## src/rtl/ppfifo_axis_pkg.sv

```systemverilog
// Shared types and constants for the PPFIFO-to-AXI-Stream reader: FSM encoding,
// PPFIFO size width and the index of the tag bit above each data word.
package ppfifo_axis_pkg;

    localparam int unsigned PpfifoSizeWidth = 24;

    typedef enum logic [1:0] {
        StIdle    = 2'd0,
        StActive  = 2'd1,
        StRelease = 2'd2
    } state_e;

    // The tag bit sits directly above the data word.
    function automatic int unsigned last_bit_idx(input int unsigned data_width);
        return data_width;
    endfunction

endpackage

```

## src/rtl/axis_out_buffer2.sv

```systemverilog
// Two-entry FIFO with registered outputs; the head register drives the stream
// directly so TDATA/TLAST never change while valid is held without ready.
module axis_out_buffer2 #(
    parameter int unsigned Width = 33
) (
    input  logic             clk_i,
    input  logic             rst_ni,
    input  logic             push_i,
    input  logic [Width-1:0] data_i,
    output logic             full_o,
    output logic             valid_o,
    input  logic             ready_i,
    output logic [Width-1:0] data_o
);

    logic [1:0]       count_q, count_d;
    logic [Width-1:0] head_q, head_d;
    logic [Width-1:0] tail_q, tail_d;
    logic             push_ok;
    logic             pop;

    assign full_o  = (count_q == 2'd2);
    assign valid_o = (count_q != 2'd0);
    assign data_o  = head_q;
    assign push_ok = push_i && !full_o;
    assign pop     = valid_o && ready_i;

    always_comb begin
        count_d = count_q;
        head_d  = head_q;
        tail_d  = tail_q;
        case ({push_ok, pop})
            2'b10: begin
                if (count_q == 2'd0) begin
                    head_d = data_i;
                end else begin
                    tail_d = data_i;
                end
                count_d = count_q + 2'd1;
            end
            2'b01: begin
                if (count_q == 2'd2) begin
                    head_d = tail_q;
                end
                count_d = count_q - 2'd1;
            end
            // push_ok implies not full and pop implies not empty, so exactly one entry.
            2'b11: head_d = data_i;
            default: ;
        endcase
    end

    always_ff @(posedge clk_i or negedge rst_ni) begin
        if (!rst_ni) begin
            count_q <= 2'd0;
            head_q  <= '0;
            tail_q  <= '0;
        end else begin
            count_q <= count_d;
            head_q  <= head_d;
            tail_q  <= tail_d;
        end
    end

endmodule

```

## src/rtl/ppfifo_2_axi_stream_reader.sv

```systemverilog
// Drains PPFIFO read blocks onto an AXI4-Stream master; the stored tag bit becomes TLAST.
// Optional PPFIFO_AXIS_BLOCK_LAST_EN also forces TLAST on the final word of each block.
module ppfifo_2_axi_stream_reader
    import ppfifo_axis_pkg::*;
#(
    parameter int unsigned DATA_WIDTH   = 32,
    parameter int unsigned STROBE_WIDTH = DATA_WIDTH / 8
) (
    input  logic                       i_axi_clk,
    input  logic                       rst_n,
    output logic                       o_ppfifo_clk,
    input  logic                       i_ppfifo_rdy,
    output logic                       o_ppfifo_act,
    input  logic [PpfifoSizeWidth-1:0] i_ppfifo_size,
    output logic                       o_ppfifo_stb,
    input  logic [DATA_WIDTH:0]        i_ppfifo_data,
    output logic                       o_axi_valid,
    input  logic                       i_axi_ready,
    output logic [DATA_WIDTH-1:0]      o_axi_data,
    output logic [STROBE_WIDTH-1:0]    o_axi_keep,
    output logic                       o_axi_last
);

    localparam int unsigned LastIdx = last_bit_idx(DATA_WIDTH);
    localparam logic [PpfifoSizeWidth-1:0] SizeOne = 1;

    state_e                     state_q, state_d;
    logic                       act_q, act_d;
    logic [PpfifoSizeWidth-1:0] count_q, count_d;
    logic [PpfifoSizeWidth-1:0] size_q, size_d;
    logic                       has_room;
    logic                       buf_full;
    logic [DATA_WIDTH:0]        push_word;
    logic [DATA_WIDTH:0]        head_word;

    assign o_ppfifo_clk = i_axi_clk;
    assign o_ppfifo_act = act_q;
    assign has_room     = (count_q < size_q);
    assign o_ppfifo_stb = act_q && has_room && !buf_full;

    always_comb begin
        push_word = i_ppfifo_data;
`ifdef PPFIFO_AXIS_BLOCK_LAST_EN
        if (count_q == size_q - SizeOne) begin
            push_word[LastIdx] = 1'b1;
        end
`endif
    end

    always_comb begin
        state_d = state_q;
        act_d   = act_q;
        count_d = count_q;
        size_d  = size_q;
        unique case (state_q)
            StIdle: begin
                if (i_ppfifo_rdy) begin
                    act_d   = 1'b1;
                    size_d  = i_ppfifo_size;
                    count_d = '0;
                    state_d = StActive;
                end
            end
            StActive: begin
                if (!has_room) begin
                    act_d   = 1'b0;
                    state_d = StRelease;
                end else if (o_ppfifo_stb) begin
                    count_d = count_q + SizeOne;
                end
            end
            // Dead cycle so the FIFO can swap banks before the next acquire.
            StRelease: state_d = StIdle;
            default:   state_d = StIdle;
        endcase
    end

    always_ff @(posedge i_axi_clk or negedge rst_n) begin
        if (!rst_n) begin
            state_q <= StIdle;
            act_q   <= 1'b0;
            count_q <= '0;
            size_q  <= '0;
        end else begin
            state_q <= state_d;
            act_q   <= act_d;
            count_q <= count_d;
            size_q  <= size_d;
        end
    end

    axis_out_buffer2 #(
        .Width (DATA_WIDTH + 1)
    ) u_out_buf (
        .clk_i   (i_axi_clk),
        .rst_ni  (rst_n),
        .push_i  (o_ppfifo_stb),
        .data_i  (push_word),
        .full_o  (buf_full),
        .valid_o (o_axi_valid),
        .ready_i (i_axi_ready),
        .data_o  (head_word)
    );

    assign o_axi_data = head_word[DATA_WIDTH-1:0];
    assign o_axi_last = head_word[LastIdx];
    assign o_axi_keep = {STROBE_WIDTH{1'b1}};

endmodule

```

## config.mk

```make
export PLATFORM = sky130hd
export DESIGN_NAME = ppfifo_2_axi_stream_reader
export DESIGN_NICKNAME = d
export VERILOG_FILES = /design/src/rtl/ppfifo_axis_pkg.sv /design/src/rtl/axis_out_buffer2.sv /design/src/rtl/ppfifo_2_axi_stream_reader.sv
export SDC_FILE = /design/constraint.sdc
export NUM_CORES = 1
export LEC_CHECK = 0
export BUFFER_PORTS_ARGS = -buffer_cell sky130_fd_sc_hd__buf_2
export CAP_MARGIN = 40
export CORE_MARGIN = 2
export CORE_UTILIZATION = 45
export CTS_BUF_LIST = sky130_fd_sc_hd__clkbuf_4 sky130_fd_sc_hd__clkbuf_8 sky130_fd_sc_hd__clkbuf_16
export DETAILED_ROUTE_END_ITERATION = 10
export PLACE_DENSITY = 0.73
export SLEW_MARGIN = 15
export SYNTH_ARGS = -nofsm -noshare
export SYNTH_HDL_FRONTEND = slang
export SYNTH_HIERARCHICAL = 1
export SYNTH_SLANG_ARGS = --single-unit
```

## constraint.sdc

```tcl
create_clock -name i_axi_clk -period 3.8 [get_ports i_axi_clk]
set_input_delay 0.19 -clock i_axi_clk [delete_from_list [all_inputs] [get_ports i_axi_clk]]
set_output_delay 0.19 -clock i_axi_clk [all_outputs]
set_load 0.02 [all_outputs]
```

Word-level counts from Yosys, hierarchy flattened

Cells that the tools add are included.

Bits in registers: 119
Bits in latches: 0
RAM bits: 0
Memory bits (read-only): 0
Input port bits: 61
Output and inout bits: 41
Memories kept: 0

Add/subtract/negate cells: 3
$mul: 0
Div/mod/pow operators: 0
$lt $le $gt $ge: 1
Equal/unequal tests: 11
Shift operators: 0
Muxes and demuxes: 14
Bitwise logic cells: 1
Reduce and logical (&&, ||, !) cells: 17

Operator list:

| kind                  | count |
|---|---|
| $pmux 33 s3           | 1 |
| $mux 24               | 3 |
| $mux 33               | 2 |
| $pmux 24 s2           | 1 |
| $add 24x1->24 const B | 1 |
| $lt 24x24->1          | 1 |
| $pmux 2 s2            | 2 |
| $eq 2x2->1 const B    | 3 |
| $ne 2x1->1 const B    | 3 |
| $ne 2x2->1 const B    | 3 |
| $reduce_and 2->1      | 3 |
| $reduce_and 3->1      | 2 |
| $reduce_bool 2->1     | 3 |
| $eq 2x1->1 const B    | 2 |
| $logic_and 1x1->1     | 4 |
| $logic_not 2->1       | 2 |
| $mux 2                | 2 |
| $reduce_and 4->1      | 1 |
| $reduce_bool 3->1     | 1 |
| $add 2x1->2 const B   | 1 |
| $mux 1                | 2 |
| $pmux 1 s2            | 1 |
| $sub 2x1->2 const B   | 1 |
| $logic_not 1->1       | 1 |
| $not 1->1             | 1 |

Logic depth before layout (Yosys ltp)

Gate-level depths: netlist of run 1.

Depth in word-level cells: 7
Gate-level depth with buffers: 16

Cells and area by module

Netlist of run 1, hierarchy kept.

By module, submodules not included:

| module                     | times used | cells an instance | area each (um^2) | sequential area each (um^2) |
|---|---|---|---|---|
| ppfifo_2_axi_stream_reader | 1          | 376               | 3148.0           | 1276.2 |
| axis_out_buffer2           | 1          | 196               | 3138.0           | 1701.6 |

==> flow_summary.toml, run 1 <==
[power]
share_seq_of_total_power = 0.384
swShare = 0.212
power_frac_comb = 0.041
power_switching_w = 0.000700
powerDensity_nw_per_um2 = 400
power.ir.vdd_worst_uv = 286
power.internal_w = 0.00260
clock_power_share = 0.574
power.leakage_nw = 4.15

[logic_synthesis]
synth_largest_area_cell = "dfrtp_1"
synthTopCellsByCount = "119 x dfrtp_1, 76 x nand2_1, 69 x mux2_2, 34 x o21ai_0, 30 x mux2_4"
netlist_area_um2 = 6290
syn_area_per_cell_um2 = 11.0
synth-async-reset-ratio = 1.00
synth.top_cells.by_area = "dfrtp_1 47%, mux2_2 12%, mux2_4 7.2%"
yosys_register_bits = 119
netlist_instances = 572
ys.flop_type = "dfrtp_1"
post_synth_edffs = 0
synth.top_cell.area_share = 0.474
synth.yosys.seq_area_share = 0.474
warnings_from_yosys = 6
synth_cell_types = 47
post-synth-top-count-cell = "dfrtp_1"

[floorplan]
dieHeight_um = 122
ios = 102
die-area_um2 = 14900
placement_rows = 43
placeableCoreArea_um2 = 13800
fp.dieW_um = 122
initial_core_util = 0.456

[final_layout]
synth_to_layout_area_growth_pct = 31.3
post_route_cells_drive_above_1_share = 0.347
fin_util = 0.599
fin_nets = 821
antennaDiodeCount = 0
post-route-cell-area_um2 = 8250
final_cell_count_without_fillers = 927

[sta]
hold_viol = 0
setup_tns_ps = 0
period_needed_ps = 3490
maxSlewHeadroom = 0.626
timing.final.crit_share = 0.919
final.setup_skew_ps = 4.84
worst_pin_slew_ps = 556
drv_slew = 0
clock.fmax_mhz = 286
final.setup.worst_slack_ps = 308
count_of_endpoints_failing_setup_in_the_final_report = 0
rsz_0062_raised_after_global_routing = "false"

[placed_design]
pre_cts_slack_ps = 262
gp_congestion = 0.862
placedCellCount = 834
dp.final_hpwl_mm = 9.75
port_buffers = 97
placement.cell_area_um2 = 6960

[global_routing]
first_global_vias = 5218
grt_start_max_net_pins = 59
grt_overflow = 0
grt_antenna_before_repair = 0
global_route.usage.total = 0.225
grt_pass1_wl_mm = 25.7

[detailed_routing]
finalWirelength_mm = 15.3
antenna_left = 0
drt-pass1-iter-count = 5
wl_met2_mm = 7.56
highest_signal_layer_in_the_routed_design = "met4"
wl_per_cell_um = 16.5
via_count = 4916
drc_errors = 0
dr.first_iter.drc_count = 330
drt-vias-per-instance = 5.30
detail_route.wirelength.met1_mm = 6.52
route.met3.wl_um = 723

[cts]
path_clk_slew_ps = 60
cts_post_setup_buffers_inserted = 0
clkLatencyLatePin_ps = 530
tritoncts = "built"

[worst_setup_path]
timing.critical_path.from_type = "flop"
crit_fanout = 20
worst-endpoint-arrival_ps = 3900
setup.worst_path.class = "reg -> reg"
required_ps = 4210
end_kind = "flop"

[hold_path]
hold_path.class = "in -> reg"

[run_status]
outcome = "finished clean"

[job]
max_cap_viol_count = 0
flip-flops by register name (all words and copies together), names as in the netlist:
name               flops
state_q                2
o_ppfifo_act           1
count_q               24
u_out_buf/data_o      33
size_q                24
u_out_buf/tail_q      33
u_out_buf/count_q      2
per-layer routing:
layer	vias to the layer above	track usage
met5	-	0
met4	0	0.120
met3	42	0.0585
met2	171	0.366
met1	2358	0.274
li1	2345	-
cell families after synthesis:
kind of cell | Yosys count | synth area share
mux | 105 | 0.205
buf+inv | 62 | 0.0474
flops | 119 | 0.474
simple gates | 182 | 0.145
other cells | 1 | 0.000597
compound gates | 74 | 0.0726
fa+ha+maj | 26 | 0.0518
xor+xnor | 3 | 0.00418
worst paths after layout:
path	startpoint	to	slack, ps	cells after the start
worst max-delay path	count_q[19]$_DFFE_PN0P_	u_out_buf/data_o[3]$_DFFE_PN0P_	310	13
worst min-delay path	i_ppfifo_rdy	size_q[0]$_DFFE_PN0P_	60	4
worst max register to register	count_q[19]$_DFFE_PN0P_	u_out_buf/data_o[3]$_DFFE_PN0P_	310	13
worst min register to register	size_q[0]$_DFFE_PN0P_	size_q[0]$_DFFE_PN0P_	480	2
max in group asynchronous	rst_n	count_q[13]$_DFFE_PN0P_	2750	4
min in group asynchronous	rst_n	size_q[1]$_DFFE_PN0P_	90	2
layout make-up:
type | count | area [um^2]
clock inverter | 14 | 199
fill | 1096 | 5520
timing repair buffer | 169 | 1210
clock buffer | 22 | 513
inverter | 29 | 109
multi-input combinational | 394 | 3020
sequential | 119 | 2980
tap | 180 | 225
metrics by stage:
step | hold slack (ps) | total power (W)
3_3_place_gp | 324 | 0.00140
3_5_place_dp | 104 | 0.00141
2_1_floorplan | -106 | 0.00135
5_1_grt | 84.5 | 0.00340
6_report | 61.3 | 0.00330
4_1_cts | 37.3 | 0.00334
critical path, stage by stage, from the launching register on:
cell and delay (ps):
dfrtp_1 440, ha_1 350, a21oi_1 210, nor2_1 80
nor3_1 180, and4_1 240, nand2_1 100, nor2_1 170
nand2_1 90, ha_1 210, or3b_1 400, a22oi_4 210
buf_6 300, mux2_2 380
power groups by stage:
stage	Combinational (W)	Sequential, W	Clock, W
6_report	0.000137	0.00127	0.00189
3_3_place_gp	0.0000831	0.00129	0.0000246
3_5_place_dp	0.0000909	0.00129	0.0000246
2_1_floorplan	0.0000245	0.00129	0.0000307
5_1_grt	0.000151	0.00127	0.00199
4_1_cts	0.000138	0.00127	0.00193
repair_timing:
action	CTS	global route
hold buffers	58	0
hold endpoints to repair	132	0
resized for setup	0	1
endpoints found under the setup margin	0	3
layout by cell type (no fill, tap or decap), drive strengths merged, types with 3 or more instances in the layout:
master       Yosys  routed
conb             1       4
bufinv           0       4
nand4           12      12
nand3           22      22
mux2            99      99
or3              3       3
clkbuf          13      21
mux2i            6       6
a21oi           11      11
dfrtp          119     119
clkinvlp         0       4
ha              26      26
and3             5       5
nor2            20      20
or2              3       3
a41oi            4       4
buf             20     112
dlygate4sd3      0      58
o211ai          13      13
nand2           76      76
a31oi            4       4
nand2b           6       6
nor3            16      16
clkinv           0       3
nor4             9       9
o21ai           37      37
inv             29      32
Note: power is estimated with default switching activity, not from simulation.
==> inputs of run 2 (changes only) <==
ABC_AREA = 1   (was unset)
HOLD_SLACK_MARGIN = 0.06   (was unset)
==> flow_summary.toml, run 2 <==
[run_status]
outcome = "finished clean"

[placed_design]
placedCellCount = 1107
port_buffers = 97
dp.final_hpwl_mm = 10.5
gp_congestion = 0.930

[worst_setup_path]
reg2reg_setup_slack_ps = 680
required_ps = 4220
launch_instance_of_the_worst_register_to_register_path = "count_q[21]$_DFFE_PN0P_"
crit_fanout = 42
setup.worst_path.class = "reg -> reg"
timing.rr.end = "u_out_buf/tail_q[18]$_DFFE_PN0P_"
worst-endpoint-arrival_ps = 3540
timing.critical_path.from_type = "flop"
r2r.worst_path.cells = 15
end_kind = "flop"

[sta]
worst_pin_slew_ps = 631
hold_viol = 0
final.setup_skew_ps = 9.01
setup_tns_ps = 0
maxSlewHeadroom = 0.579
count_of_endpoints_failing_setup_in_the_final_report = 0
rsz_0062_raised_after_global_routing = "false"
clock.fmax_mhz = 321
timing.final.crit_share = 0.821
drv_slew = 0
period_needed_ps = 3120

[global_routing]
first_global_vias = 5951
global_route.usage.total = 0.223
grt_overflow = 0
grt_start_max_net_pins = 69
grt_pass1_wl_mm = 28.6
grt_antenna_before_repair = 0

[logic_synthesis]
post-synth-top-count-cell = "nand2_1"
synth_largest_area_cell = "dfrtp_1"
synthTopCellsByCount = "274 x nand2_1, 119 x dfrtp_1, 91 x inv_1, 81 x o21ai_0, 72 x nand3_1"
netlist_area_um2 = 6700
post_synth_edffs = 0
netlist_instances = 860
ys.flop_type = "dfrtp_1"
syn_area_per_cell_um2 = 7.79
warnings_from_yosys = 6
synth-async-reset-ratio = 1.00
yosys_register_bits = 119
synth.yosys.seq_area_share = 0.444
synth.top_cells.by_area = "dfrtp_1 44%, nand2_1 15%, o21ai_0 6.0%"
synth.top_cell.area_share = 0.444
synth_cell_types = 34

[power]
power.leakage_nw = 4.41
power.ir.vdd_worst_uv = 485
powerDensity_nw_per_um2 = 677

[detailed_routing]
finalWirelength_mm = 16.5
drt-pass1-iter-count = 5
drc_errors = 0
wl_per_cell_um = 13.7
antenna_left = 0
dr.first_iter.drc_count = 377
drt-vias-per-instance = 4.98
via_count = 5989

[floorplan]
dieHeight_um = 126
placement_rows = 44
ios = 102
initial_core_util = 0.461
placeableCoreArea_um2 = 14500
die-area_um2 = 15900
fp.dieW_um = 126

[final_layout]
layout.filler_cells = 1273
fin_nets = 1092
synth_to_layout_area_growth_pct = 26.3
final_cell_count_without_fillers = 1202
most_frequent_standard_cell_in_the_layout_excluding_fill_and_tap_cells = "nand2_1"
post_route_cells_drive_above_1_share = 0.190
most-common-layout-cells = "274 x nand2_1, 119 x dfrtp_1, 96 x buf_2"
antennaDiodeCount = 0

[hold_path]
depth_of_the_worst_hold_timing_path = 4
hold_path.class = "in -> reg"
worstHoldStart = "i_axi_ready"
hold-path-endpoint = "u_out_buf/count_q[0]$_DFFE_PN0P_"

[cts]
cts_post_setup_buffers_inserted = 0
clkLatencyLatePin_ps = 540
tritoncts = "built"
path_clk_slew_ps = 60

[job]
max_cap_viol_count = 0
[run 2: cell types whose count changed after synthesis, moves of 25 or more]
cell	before	now
mux2_4	30	0
nand3_1	21	72
nor2_1	20	45
inv_1	29	91
o21ai_0	34	81
nand2_1	76	274
mux2_2	69	0
[run 2: what timing repair did]
item                      CTS  global route
hold endpoints to repair  151             3
hold buffers               58             1
resized for setup           0             0
[run 2: power breakdown]
part | internal [W] | switching, W | leakage, nW
clock | 0.00101 | 0.000730 | 0.317
sequential | 0.00167 | 0.000278 | 1.41
combinational | 0.000688 | 0.00135 | 2.68
[run 2: cell families after synthesis]
group / after synthesis / synth area share
AO/OA/AOI/OAI: 114 / 0.0904
XOR/XNOR: 7 / 0.00915
adder cells (fa/ha/maj): 26 / 0.0485
buffers and inverters: 145 / 0.105
flip-flops: 119 / 0.444
other: 1 / 0.000560
AND/OR/NAND/NOR: 448 / 0.302
[run 2: worst max-delay path by stage]
stage	startpoint	end	slack (ps)	depth (start not counted)
global route	count_q[21]$_DFFE_PN0P_	u_out_buf/tail_q[18]$_DFFE_PN0P_	250	14
CTS	count_q[21]$_DFFE_PN0P_	u_out_buf/tail_q[15]$_DFFE_PN0P_	690	15
finish	count_q[21]$_DFFE_PN0P_	u_out_buf/tail_q[18]$_DFFE_PN0P_	680	15
floorplan	count_q[15]$_DFFE_PN0P_	u_out_buf/data_o[16]$_DFFE_PN0P_	820	16
global placement	count_q[15]$_DFFE_PN0P_	u_out_buf/tail_q[16]$_DFFE_PN0P_	860	14
detailed placement	count_q[21]$_DFFE_PN0P_	u_out_buf/data_o[32]$_DFFE_PN0P_	720	14
[run 2: layout make-up]
class,instances,area (um^2),share of cell area
inverter,99,372,0.0439
sequential,119,2980,0.352
timing repair buffer,165,1190,0.141
tap,184,230,0.0272
multi-input combinational,599,3030,0.359
clock inverter,15,150,0.0177
clock buffer,21,505,0.0597
[run 2: critical path, stage by stage (launching register included)]
cell and delay, ps:
dfrtp_1 430, ha_1 330, a21oi_1 140, nor2_1 50
nor2_1 140, nand2_1 80, a21oi_2 240, nand2_1 110
nor2_1 290, o21ai_0 200, inv_1 90, ha_1 160
nand2_2 270, buf_12 290, nand2_1 70, o21ai_0 80
[run 2: per-stage QoR]
step,total power (W),utilization,cell area (um^2),hold slack (ps),setup slack (ps)
final,0.00573,0.582,8460,131,680
after global routing,0.00616,0.582,8460,144,250
after CTS,0.00575,0.580,8430,116,694
after detailed placement,0.00396,0.495,7190,324,721
after global placement,0.00390,0.495,7190,324,855
after floorplan,0.00354,-,6710,-106,822
[run 2: layer usage]
metal,GRT usage,up-vias,part of all wire,wire length [um]
met5,0,-,0,0
met2,0.348,172,0.47,7710
met4,0.104,0,0.027,444
li1,-,3018,-,-
met3,0.0506,37,0.051,845
met1,0.297,2762,0.45,7480
==> inputs of run 3 (changes only) <==
clock period = 3.1 ns   (was 3.8 ns; I/O delays follow)
==> flow_summary.toml, run 3 (synthesized netlist as in run 2, its figures left out) <==
[detailed_routing]
wl_per_cell_um = 13.4
drc_errors = 0
drt-pass1-iter-count = 5
antenna_left = 0
dr.first_iter.drc_count = 334
drt-vias-per-instance = 4.97
finalWirelength_mm = 16.2
via_count = 5982

[sta]
hold_viol = 0
rsz_0062_raised_after_global_routing = "false"
setup_tns_ps = 0
clock.fmax_mhz = 352
count_of_endpoints_failing_setup_in_the_final_report = 0
period_needed_ps = 2840
drv_slew = 0
final.setup_skew_ps = 8.93
final.hold.worst_slack_ps = 116
worst_pin_slew_ps = 744
maxSlewHeadroom = 0.504
timing.final.crit_share = 0.916

[final_layout]
post_route_cells_drive_above_1_share = 0.191
fin_nets = 1093
synth_to_layout_area_growth_pct = 26.6
most-common-layout-cells = "274 x nand2_1, 119 x dfrtp_1, 96 x buf_2"
most_frequent_standard_cell_in_the_layout_excluding_fill_and_tap_cells = "nand2_1"

[worst_setup_path]
setup.worst_path.class = "reg -> reg"
launch_instance_of_the_worst_register_to_register_path = "count_q[17]$_DFFE_PN0P_"
end_kind = "flop"
crit_fanout = 33
timing.critical_path.from_type = "flop"
required_ps = 3510
cp-startpoint = "count_q[17]$_DFFE_PN0P_"
worst-endpoint-arrival_ps = 3250

[floorplan]
fp.dieW_um = 126
die-area_um2 = 15900
dieHeight_um = 126
ios = 102
placeableCoreArea_um2 = 14500
placement_rows = 44
initial_core_util = 0.461

[placed_design]
port_buffers = 97
dp.final_hpwl_mm = 10.4
gp_congestion = 0.931

[global_routing]
grt_pass1_wl_mm = 27.1
first_global_vias = 5631
top_usage_layer = "met2"
grt_overflow = 0
gr-usage-met2 = 0.321
grt_util_met3 = 0.0497
global_route.usage.total = 0.211
grt_start_max_net_pins = 67
grt_antenna_before_repair = 1
grt_util_met1 = 0.286

[power]
power.ir.vdd_worst_uv = 542
power.leakage_nw = 4.42
powerDensity_nw_per_um2 = 839

[job]
max_cap_viol_count = 0

[run_status]
outcome = "finished clean"

[hold_path]
hold_path.class = "in -> reg"
worstHoldStart = "i_axi_ready"

[cts]
tritoncts = "built"
clkLatencyLatePin_ps = 530
cts_post_setup_buffers_inserted = 0
path_clk_slew_ps = 60
[run 3: path summary, 6_finish.rpt]
kind / slack, ps / cells after the start / end
setup / recovery: 260 / 16 / u_out_buf/data_o[15]$_DFFE_PN0P_
hold / removal: 120 / 4 / u_out_buf/count_q[0]$_DFFE_PN0P_
setup reg to reg: 260 / 16 / u_out_buf/data_o[15]$_DFFE_PN0P_
hold reg to reg: 460 / 2 / u_out_buf/data_o[16]$_DFFE_PN0P_
max in group asynchronous: 2070 / 3 / u_out_buf/data_o[18]$_DFFE_PN0P_
min in group asynchronous: 230 / 2 / size_q[23]$_DFFE_PN0P_
[run 3: layout make-up]
| type | instances | area (um^2) |
|---|---|---|
| fill | 1302 | 6050 |
| multi-input combinational | 599 | 3030 |
| sequential | 119 | 2980 |
| timing repair buffer | 166 | 1180 |
| clock buffer | 22 | 513 |
| inverter | 99 | 372 |
| tap | 184 | 230 |
| clock inverter | 14 | 174 |
| antenna | 1 | 2.50 |
[run 3: per-layer routing]
layer | share of wire | wire length (um) | vias up
met4 | 0.027 | 443 | 0
met3 | 0.052 | 835 | 37
met5 | 0 | 0 | -
met1 | 0.46 | 7510 | 2759
li1 | - | - | 3022
met2 | 0.46 | 7400 | 164
[run 3: critical path, stage by stage (launching register included)]
cell and delay, ps:
dfrtp_1 470, ha_1 350, nand2_1 60, nand2_1 60
nand2_1 60, nand2_1 50, nand2_1 50, nand2_1 60
a21oi_2 240, nand2_1 110, nor2_1 120, buf_4 140
nand3_1 90, nand2_2 330, nand2_4 330, nand2_1 150
nand2_1 60
[run 3: power by group]
group          leakage, nW  switching, W  internal [W]
sequential            1.41      0.000344       0.00205
combinational         2.68       0.00166      0.000845
clock                0.328      0.000780       0.00145
total                 4.42       0.00278       0.00434
[run 3: metrics by stage]
| step | setup WS (ps) | power [W] | cells | utilization | area [um^2] |
|---|---|---|---|---|---|
| 4_1_cts | 188 | 0.00715 | 1203 | 0.583 | 8480 |
| 5_1_grt | 14.4 | 0.00762 | 1203 | 0.584 | 8480 |
| 2_1_floorplan | 122 | 0.00434 | 863 | - | 6710 |
| 3_3_place_gp | 286 | 0.00479 | 1110 | 0.497 | 7220 |
| 6_report | 260 | 0.00712 | 1204 | 0.584 | 8490 |
| 3_5_place_dp | 267 | 0.00486 | 1110 | 0.497 | 7220 |
[run 3: timing repair]
action,CTS,global route
endpoints found under the setup margin,0,3
hold buffers,58,0
hold endpoints to repair,144,0
gates resized for setup,0,1
